[src/rtl/aes_key_expand.sv]
// rtl/aes_key_expand.sv - iterative AES-128 key schedule with registered round-key read port
// Computes one round key per clock into an 11-entry bank.
module aes_key_expand (
  input  logic         clk,
  input  logic         reset,
  input  logic         start,
  input  logic [127:0] cipher_key,
  input  logic [3:0]   round_sel,
  output logic [127:0] round_key,
  output logic         busy,
  output logic         success
);

  typedef enum logic [1:0] {
    S_IDLE,
    S_EXPAND,
    S_DONE
  } state_t;

  // Row r holds S-box entries 16r..16r+15; entry 0 sits in the top byte.
  localparam logic [2047:0] SBOX = {
    128'h637c777bf26b6fc53001672bfed7ab76,
    128'hca82c97dfa5947f0add4a2af9ca472c0,
    128'hb7fd9326363ff7cc34a5e5f171d83115,
    128'h04c723c31896059a071280e2eb27b275,
    128'h09832c1a1b6e5aa0523bd6b329e32f84,
    128'h53d100ed20fcb15b6acbbe394a4c58cf,
    128'hd0efaafb434d338545f9027f503c9fa8,
    128'h51a3408f929d38f5bcb6da2110fff3d2,
    128'hcd0c13ec5f974417c4a77e3d645d1973,
    128'h60814fdc222a908846eeb814de5e0bdb,
    128'he0323a0a4906245cc2d3ac629195e479,
    128'he7c8376d8dd54ea96c56f4ea657aae08,
    128'hba78252e1ca6b4c6e8dd741f4bbd8b8a,
    128'h703eb5664803f60e613557b986c11d9e,
    128'he1f8981169d98e949b1e87e9ce5528df,
    128'h8ca1890dbfe6426841992d0fb054bb16
  };

  function automatic logic [7:0] sbox(input logic [7:0] x);
    logic [10:0] hi;
    hi = 11'd2047 - {x, 3'b000};
    return SBOX[hi -: 8];
  endfunction

  state_t       state_q, state_d;
  logic [127:0] rk_q [0:10];
  logic [127:0] rk_d [0:10];
  logic [3:0]   cnt_q, cnt_d;
  logic [7:0]   rcon_q, rcon_d;
  logic         busy_q, busy_d;
  logic         success_q, success_d;
  logic [127:0] round_key_q, round_key_d;

  logic [127:0] prev;
  logic [31:0]  rot, t, w0, w1, w2, w3;
  logic [127:0] next_key;
  logic [7:0]   rcon_next;

  always_comb begin
    prev = '0;
    for (int i = 0; i < 10; i++) begin
      if (cnt_q == 4'(i + 1)) prev = rk_q[i];
    end

    rot = {prev[23:0], prev[31:24]};
    t   = {sbox(rot[31:24]) ^ rcon_q, sbox(rot[23:16]), sbox(rot[15:8]), sbox(rot[7:0])};
    w0  = prev[127:96] ^ t;
    w1  = prev[95:64]  ^ w0;
    w2  = prev[63:32]  ^ w1;
    w3  = prev[31:0]   ^ w2;
    next_key  = {w0, w1, w2, w3};
    rcon_next = {rcon_q[6:0], 1'b0} ^ (rcon_q[7] ? 8'h1b : 8'h00);

    state_d   = state_q;
    cnt_d     = cnt_q;
    rcon_d    = rcon_q;
    busy_d    = busy_q;
    success_d = success_q;
    for (int i = 0; i < 11; i++) rk_d[i] = rk_q[i];

    case (state_q)
      S_IDLE, S_DONE: begin
        if (start) begin
          rk_d[0]   = cipher_key;
          cnt_d     = 4'd1;
          rcon_d    = 8'h01;
          busy_d    = 1'b1;
          success_d = 1'b0;
          state_d   = S_EXPAND;
        end
      end
      S_EXPAND: begin
        for (int i = 1; i < 11; i++) begin
          if (cnt_q == 4'(i)) rk_d[i] = next_key;
        end
        // The last round parks cnt/rcon so the bank index never leaves 0..10.
        if (cnt_q == 4'd10) begin
          busy_d    = 1'b0;
          success_d = 1'b1;
          state_d   = S_DONE;
        end else begin
          cnt_d  = cnt_q + 4'd1;
          rcon_d = rcon_next;
        end
      end
      default: state_d = S_IDLE;
    endcase

    round_key_d = '0;
    for (int i = 0; i < 11; i++) begin
      if (round_sel == 4'(i)) round_key_d = rk_q[i];
    end
  end

  always_ff @(posedge clk) begin
    if (reset) begin
      state_q     <= S_IDLE;
      cnt_q       <= '0;
      rcon_q      <= '0;
      busy_q      <= 1'b0;
      success_q   <= 1'b0;
      round_key_q <= '0;
      for (int i = 0; i < 11; i++) rk_q[i] <= '0;
    end else begin
      state_q     <= state_d;
      cnt_q       <= cnt_d;
      rcon_q      <= rcon_d;
      busy_q      <= busy_d;
      success_q   <= success_d;
      round_key_q <= round_key_d;
      for (int i = 0; i < 11; i++) rk_q[i] <= rk_d[i];
    end
  end

  assign round_key = round_key_q;
  assign busy      = busy_q;
  assign success   = success_q;

endmodule

[config.mk]
export PLATFORM = sky130hd
export DESIGN_NAME = aes_key_expand
export DESIGN_NICKNAME = d
export VERILOG_FILES = /design/src/rtl/aes_key_expand.sv
export SDC_FILE = /design/constraint.sdc
export NUM_CORES = 2
export LEC_CHECK = 0
export CAP_MARGIN = 40
export CELL_PAD_IN_SITES_DETAIL_PLACEMENT = 1
export CELL_PAD_IN_SITES_GLOBAL_PLACEMENT = 1
export CORE_AREA = 2 2 474 476
export CTS_CLUSTER_DIAMETER = 60
export CTS_CLUSTER_SIZE = 24
export DETAILED_ROUTE_END_ITERATION = 8
export DIE_AREA = 0 0 476 478
export PLACE_DENSITY_LB_ADDON = 0.1
export SETUP_SLACK_MARGIN = 0.5
export SYNTH_ARGS = -nofsm -noshare
export SYNTH_HDL_FRONTEND = slang
export SYNTH_SLANG_ARGS = --single-unit
[constraint.sdc]
create_clock -name clk -period 6.4 [get_ports clk]
set_input_delay 0.64 -clock clk [delete_from_list [all_inputs] [get_ports clk]]
set_output_delay 0.64 -clock clk [all_outputs]
set_load 0.02 [all_outputs]
Yosys cells after proc, flatten, opt, wreduce, memory -nomap -nowiden

Memory sizes are Yosys's and may differ from the RTL's.
Cells that the tools add are included.
W data, S select, Z words.

Bitwise logic cells: 17
Add/sub/neg operators: 5
Div/mod/pow operators: 0
Multiplexer cells: 64
Order comparisons: 0
Shift operators: 4
Equal/unequal tests: 25
Reduce and logical (&&, ||, !) cells: 7
Multipliers: 0

Operator list:

| kind                         | count |
|---|---|
| $shiftx A2055 B12 Y8 const A | 4 |
| $mux W128                    | 44 |
| $mux W1280                   | 1 |
| $xor A32 B32 Y32             | 4 |
| $sub A11 B11 Y11 const A     | 4 |
| $eq A4 B3 Y1 const B         | 8 |
| $eq A4 B4 Y1 const B         | 6 |
| $eq A4 B2 Y1 const B         | 4 |
| $mux W8                      | 2 |
| $pmux W8 S2                  | 1 |
| $or A1 B1 Y1                 | 11 |
| $eq A4 B1 Y1 const B         | 2 |
| $mux W4                      | 2 |
| $pmux W4 S2                  | 1 |
| $xor A8 B5 Y8                | 1 |
| $xor A8 B8 Y8                | 1 |
| $mux W1                      | 7 |
| $ne A2 B2 Y1 const B         | 3 |
| $reduce_and A3 Y1            | 2 |
| $mux W5                      | 1 |
| $add A4 B1 Y4 const B        | 1 |
| $logic_not A4 Y1             | 1 |
| $mux W2                      | 2 |
| $pmux W1 S2                  | 2 |
| 7 further kinds              | 7 |

Logic and storage cells: 129
Memory bits (read-only): 0
Output and inout port bits: 130
Bits in latches: 0
Bits of input ports: 135
Register bits: 144
Memories kept: 1
Bits in writable memories: 1408

Memories:

| name | words | width | rd ports | clocked after memory_dff | write ports | RTL line | RTL |
|---|---|---|---|---|---|---|---|
| rk_q | 11    | 128   | 11       | 0                        | 11          | 47       | `logic [127:0] rk_q [0:10];` |

Logic depth before layout (Yosys ltp)

Depth after elaboration: 21
Gate-level depth with buffers: 27
Depth with buffers taken out: 20

Least setup slack after synthesis

Ideal clock, no wire load.

Path kind: flip-flop to flip-flop
Start point: register cnt_q[0]
End point: memory rk_q[2][31]
Clock period less this slack: 5.505 ns
Slack: 0.895 ns
Stages on the path, launching flop included: 22
Arrival: 5.427 ns
Buffers on the path: 4
Setup time: 0.078 ns
Cell sequence: dfxtp_1 -> inv_1 -> ha_1 -> buf_4 -> buf_4 -> buf_2 -> a21oi_1 -> a211oi_1 -> a221o_1 -> nor2_1 -> clkbuf_1 -> ha_1 -> inv_1 -> nor3_1 -> o21ai_0 -> a311oi_1 -> nor4_1 -> nor4_1 -> xnor3_1 -> xor2_1 -> nor2_1 -> nor3_1

RTL lines:

| element                | RTL line | RTL |
|---|---|---|
| start, declared        | 49       | `logic [3:0] cnt_q, cnt_d;` |
| start signal, assigned | 127      | `cnt_q <= cnt_d;` |
| end, declared          | 47       |  |

==> impl_metrics.env <==
export IMPL_run_status="finished, violations left"
export IMPL_violations="design-rule violations"
export IMPL_holdWs_ns=0.245
export IMPL_dp_hpwl_mm=371
export IMPL_synth_seq_area_share=0.351
export IMPL_wl_mm=562
export IMPL_worst_r2r_path_depth=22
export IMPL_cts_path_max_buffers=3
export IMPL_gp_congestion=1.00
export IMPL_slew_violations=0
export IMPL_start_util=0.396
export IMPL_min_path_type="in2reg"
export IMPL_grt_setup_unrepaired="true"
export IMPL_synth_edf_count=0
export IMPL_first_pass_iters=9
export IMPL_finalCritPeriodShare=0.928
export IMPL_yosys_warnings=0
export IMPL_grt_overflow=0
export IMPL_whs_path_depth=2
export IMPL_drt_wirelength_per_cell_um=37.3
export IMPL_multi_input_area_um2=53200
export IMPL_netlist_area_um2=88400
export IMPL_placed_cells=14700
export IMPL_hold_viol=0
export IMPL_syn_inst=11800
export IMPL_finalSetupViolations=0
export IMPL_relSlewSlack=0.260
export IMPL_ctsHoldBuffers=0
export IMPL_num_rows=174
export IMPL_dieArea_um2=228000
export IMPL_start_kind="register"
export IMPL_routed_via_density=7.16
export IMPL_final_cells=15100
export IMPL_die_height_um=478
export IMPL_peakVddDrop_uv=267
export IMPL_grt_max_degree=178
export IMPL_grt_pass1_wl_mm=786
export IMPL_power_leakage_nw=36.0
export IMPL_async_flop_share=0
export IMPL_vias=108000
export IMPL_p_total_mw=26.9
export IMPL_track_usage=0.472
export IMPL_critPathKind="reg2reg"
export IMPL_ys_seq_elements=1552
export IMPL_ctsRootBufferMaster="clkbuf_16"
export IMPL_seqCellArea_um2=31100
export IMPL_path_clk_slew_ns=0.08
export IMPL_insertion_delay_ns=0.89
export IMPL_grt_antenna_before_repair=36
export IMPL_ys_types=113
export IMPL_dr_first_iter_drc_count=16800
export IMPL_fillers=26700
export IMPL_drc_errors=4
export IMPL_port_buffers=264
export IMPL_crit_path_end_kind="register"
export IMPL_synthesis_nets=11900
export IMPL_cap_violations=0
export IMPL_cp_data_required_time_ns=7.14
export IMPL_p_per_area_nw_per_um2=253
export IMPL_ios=265
export IMPL_cts_buffers=144
export IMPL_cts_tree="built"
export IMPL_fmax_mhz=168
export IMPL_finClkSkew_ns=0.0806
export IMPL_grt_pass1_vias=106000
export IMPL_ant_nets=0
export IMPL_layout_drive_gt1_share=0.141
export IMPL_clkSinkCount=1552
export IMPL_die_w_um=476
export IMPL_synth_area_per_cell_um2=7.52
export IMPL_area_growth_pct=20.2
export IMPL_worst_pin_slew_ns=1.11
export IMPL_nets=12100
export IMPL_finalCriticalPeriod_ns=5.94
export IMPL_worst_ep_arrival_time_ns=6.68
export IMPL_core_region_area_um2=223000
export IMPL_critical_path_max_fanout=11
export IMPL_htree_levels=4
export IMPL_synth_ff_type="dfxtp_1"
logic make-up (layout without fill, tap and decap cells):
logic type               count (synthesis)  in the layout  share of synthesized area
flip-flops                            1552           1552                      0.351
buffers and inverters                 1369           1667                     0.0644
AO/OA/AOI/OAI                         4576           4576                      0.347
XOR/XNOR                               204            204                     0.0262
other                                    0             11                          0
multiplexers                            40             40                    0.00477
AND/OR/NAND/NOR                       3950           3950                      0.197
adder cells (fa/ha/maj)                 61             61                    0.00863
cell usage in the layout, fill, tap and decap left out, types with 42 or more instances in the layout:
cell and count:
dfxtp_1 1548, xnor2_1 95, nor2_1 1625, o311ai_0 46, o22ai_1 61, a222oi_1 102
a221oi_1 164, a221o_1 45, o31ai_1 42, nand4_1 52, ha_1 47, a22o_1 84
a21oi_1 1218, clkdlybuf4s50_1 263, a22oi_1 479, o221ai_1 45, o21ai_1 90, nor3_1 337
a31oi_1 180, clkbuf_16 148, a211oi_1 591, buf_12 143, inv_1 54, nand3_1 201
o211ai_1 242, nor4_1 56, buf_4 867, o21ai_0 653, a311oi_1 71, nand3b_1 202
nand2_1 1171
what timing repair did:
action,4_1_cts,5_1_grt
gates resized for setup,87,146
cloned,0,3
endpoints found under the setup margin,886,954
setup buffers,17,16
pin swaps,11,18
worst max-delay path, stage by stage, from the launching register on:
cell and delay [ns]:
dfxtp_4 0.41, inv_1 0.11, ha_4 0.24, nor4b_4 0.37
buf_4 0.18, buf_12 0.12, a2bb2oi_1 0.06, o211ai_1 0.40
and3_4 0.30, buf_12 0.16, ha_2 0.35, inv_1 0.12
buf_4 0.14, nand3_1 0.20, a31oi_1 0.35, o211ai_1 0.15
or4_1 0.52, a32oi_4 0.31, xnor3_1 0.43, buf_12 0.19
xnor2_4 0.34, nor2_1 0.09, nor3_1 0.20
Yosys cell counts (all sizes together) (210+ instances only):
master	instances	share of area
o211ai	245	0.021
clkbuf	878	0.037
a211oi	603	0.052
a21oi	1240	0.071
nand2	1184	0.050
nor2	1648	0.070
dfxtp	1552	0.35
o21ai	751	0.043
buf	422	0.024
nand3	210	0.012
nor3	362	0.021
a22oi	480	0.041
layer usage:
metal	wire length, µm	GRT usage
met5	317	0
met4	52300	0.367
met3	69800	0.131
met2	232000	0.683
met1	208000	0.590
report_power, final:
part	internal (mW)	total, mW	switching, mW
Combinational	2.46	7.39	4.93
Clock	4.71	9.51	4.81
Sequential	9.80	9.97	0.166
Total	17.0	26.9	9.91
path summary, 6_finish.rpt:
kind | from | endpoint | slack (ns)
worst min-delay path | reset | rk_q[0][40] | 0.25
worst min register to register | success | success | 0.45
worst max-delay path | cnt_q[0] | rk_q[7][55] | 0.46
worst max register to register | cnt_q[0] | rk_q[7][55] | 0.46
flip-flops by register name, summed over array words and instances, names as in the netlist:
signal / count
rk_q: 1408
round_key: 128
rcon_q: 8
cnt_q: 4
state_q: 2
busy: 1
success: 1
per-stage QoR:
stage	util	worst slack [ns]	TNS (ns)	cell area (µm²)
after global placement	0.443	-0.446	-19.06	98800
after CTS	0.472	0.446	0	105000
after detailed placement	0.447	-0.324	-8.67	99700
after global routing	0.476	0.376	0	106000
after floorplan	-	0.895	0	88400
final	0.476	0.460	0	106000
final cells by class:
cell class | instances | area share
Multi-Input combinational cell | 8831 | 0.500
Sequential cell | 1552 | 0.293
Timing Repair Buffer | 1330 | 0.122
Tap cell | 2992 | 0.0352
Clock buffer | 161 | 0.0352
Clock inverter | 107 | 0.0123
Inverter | 69 | 0.00254
Antenna cell | 11 | 0.000259
Note: power is estimated with default switching activity, not from simulation.
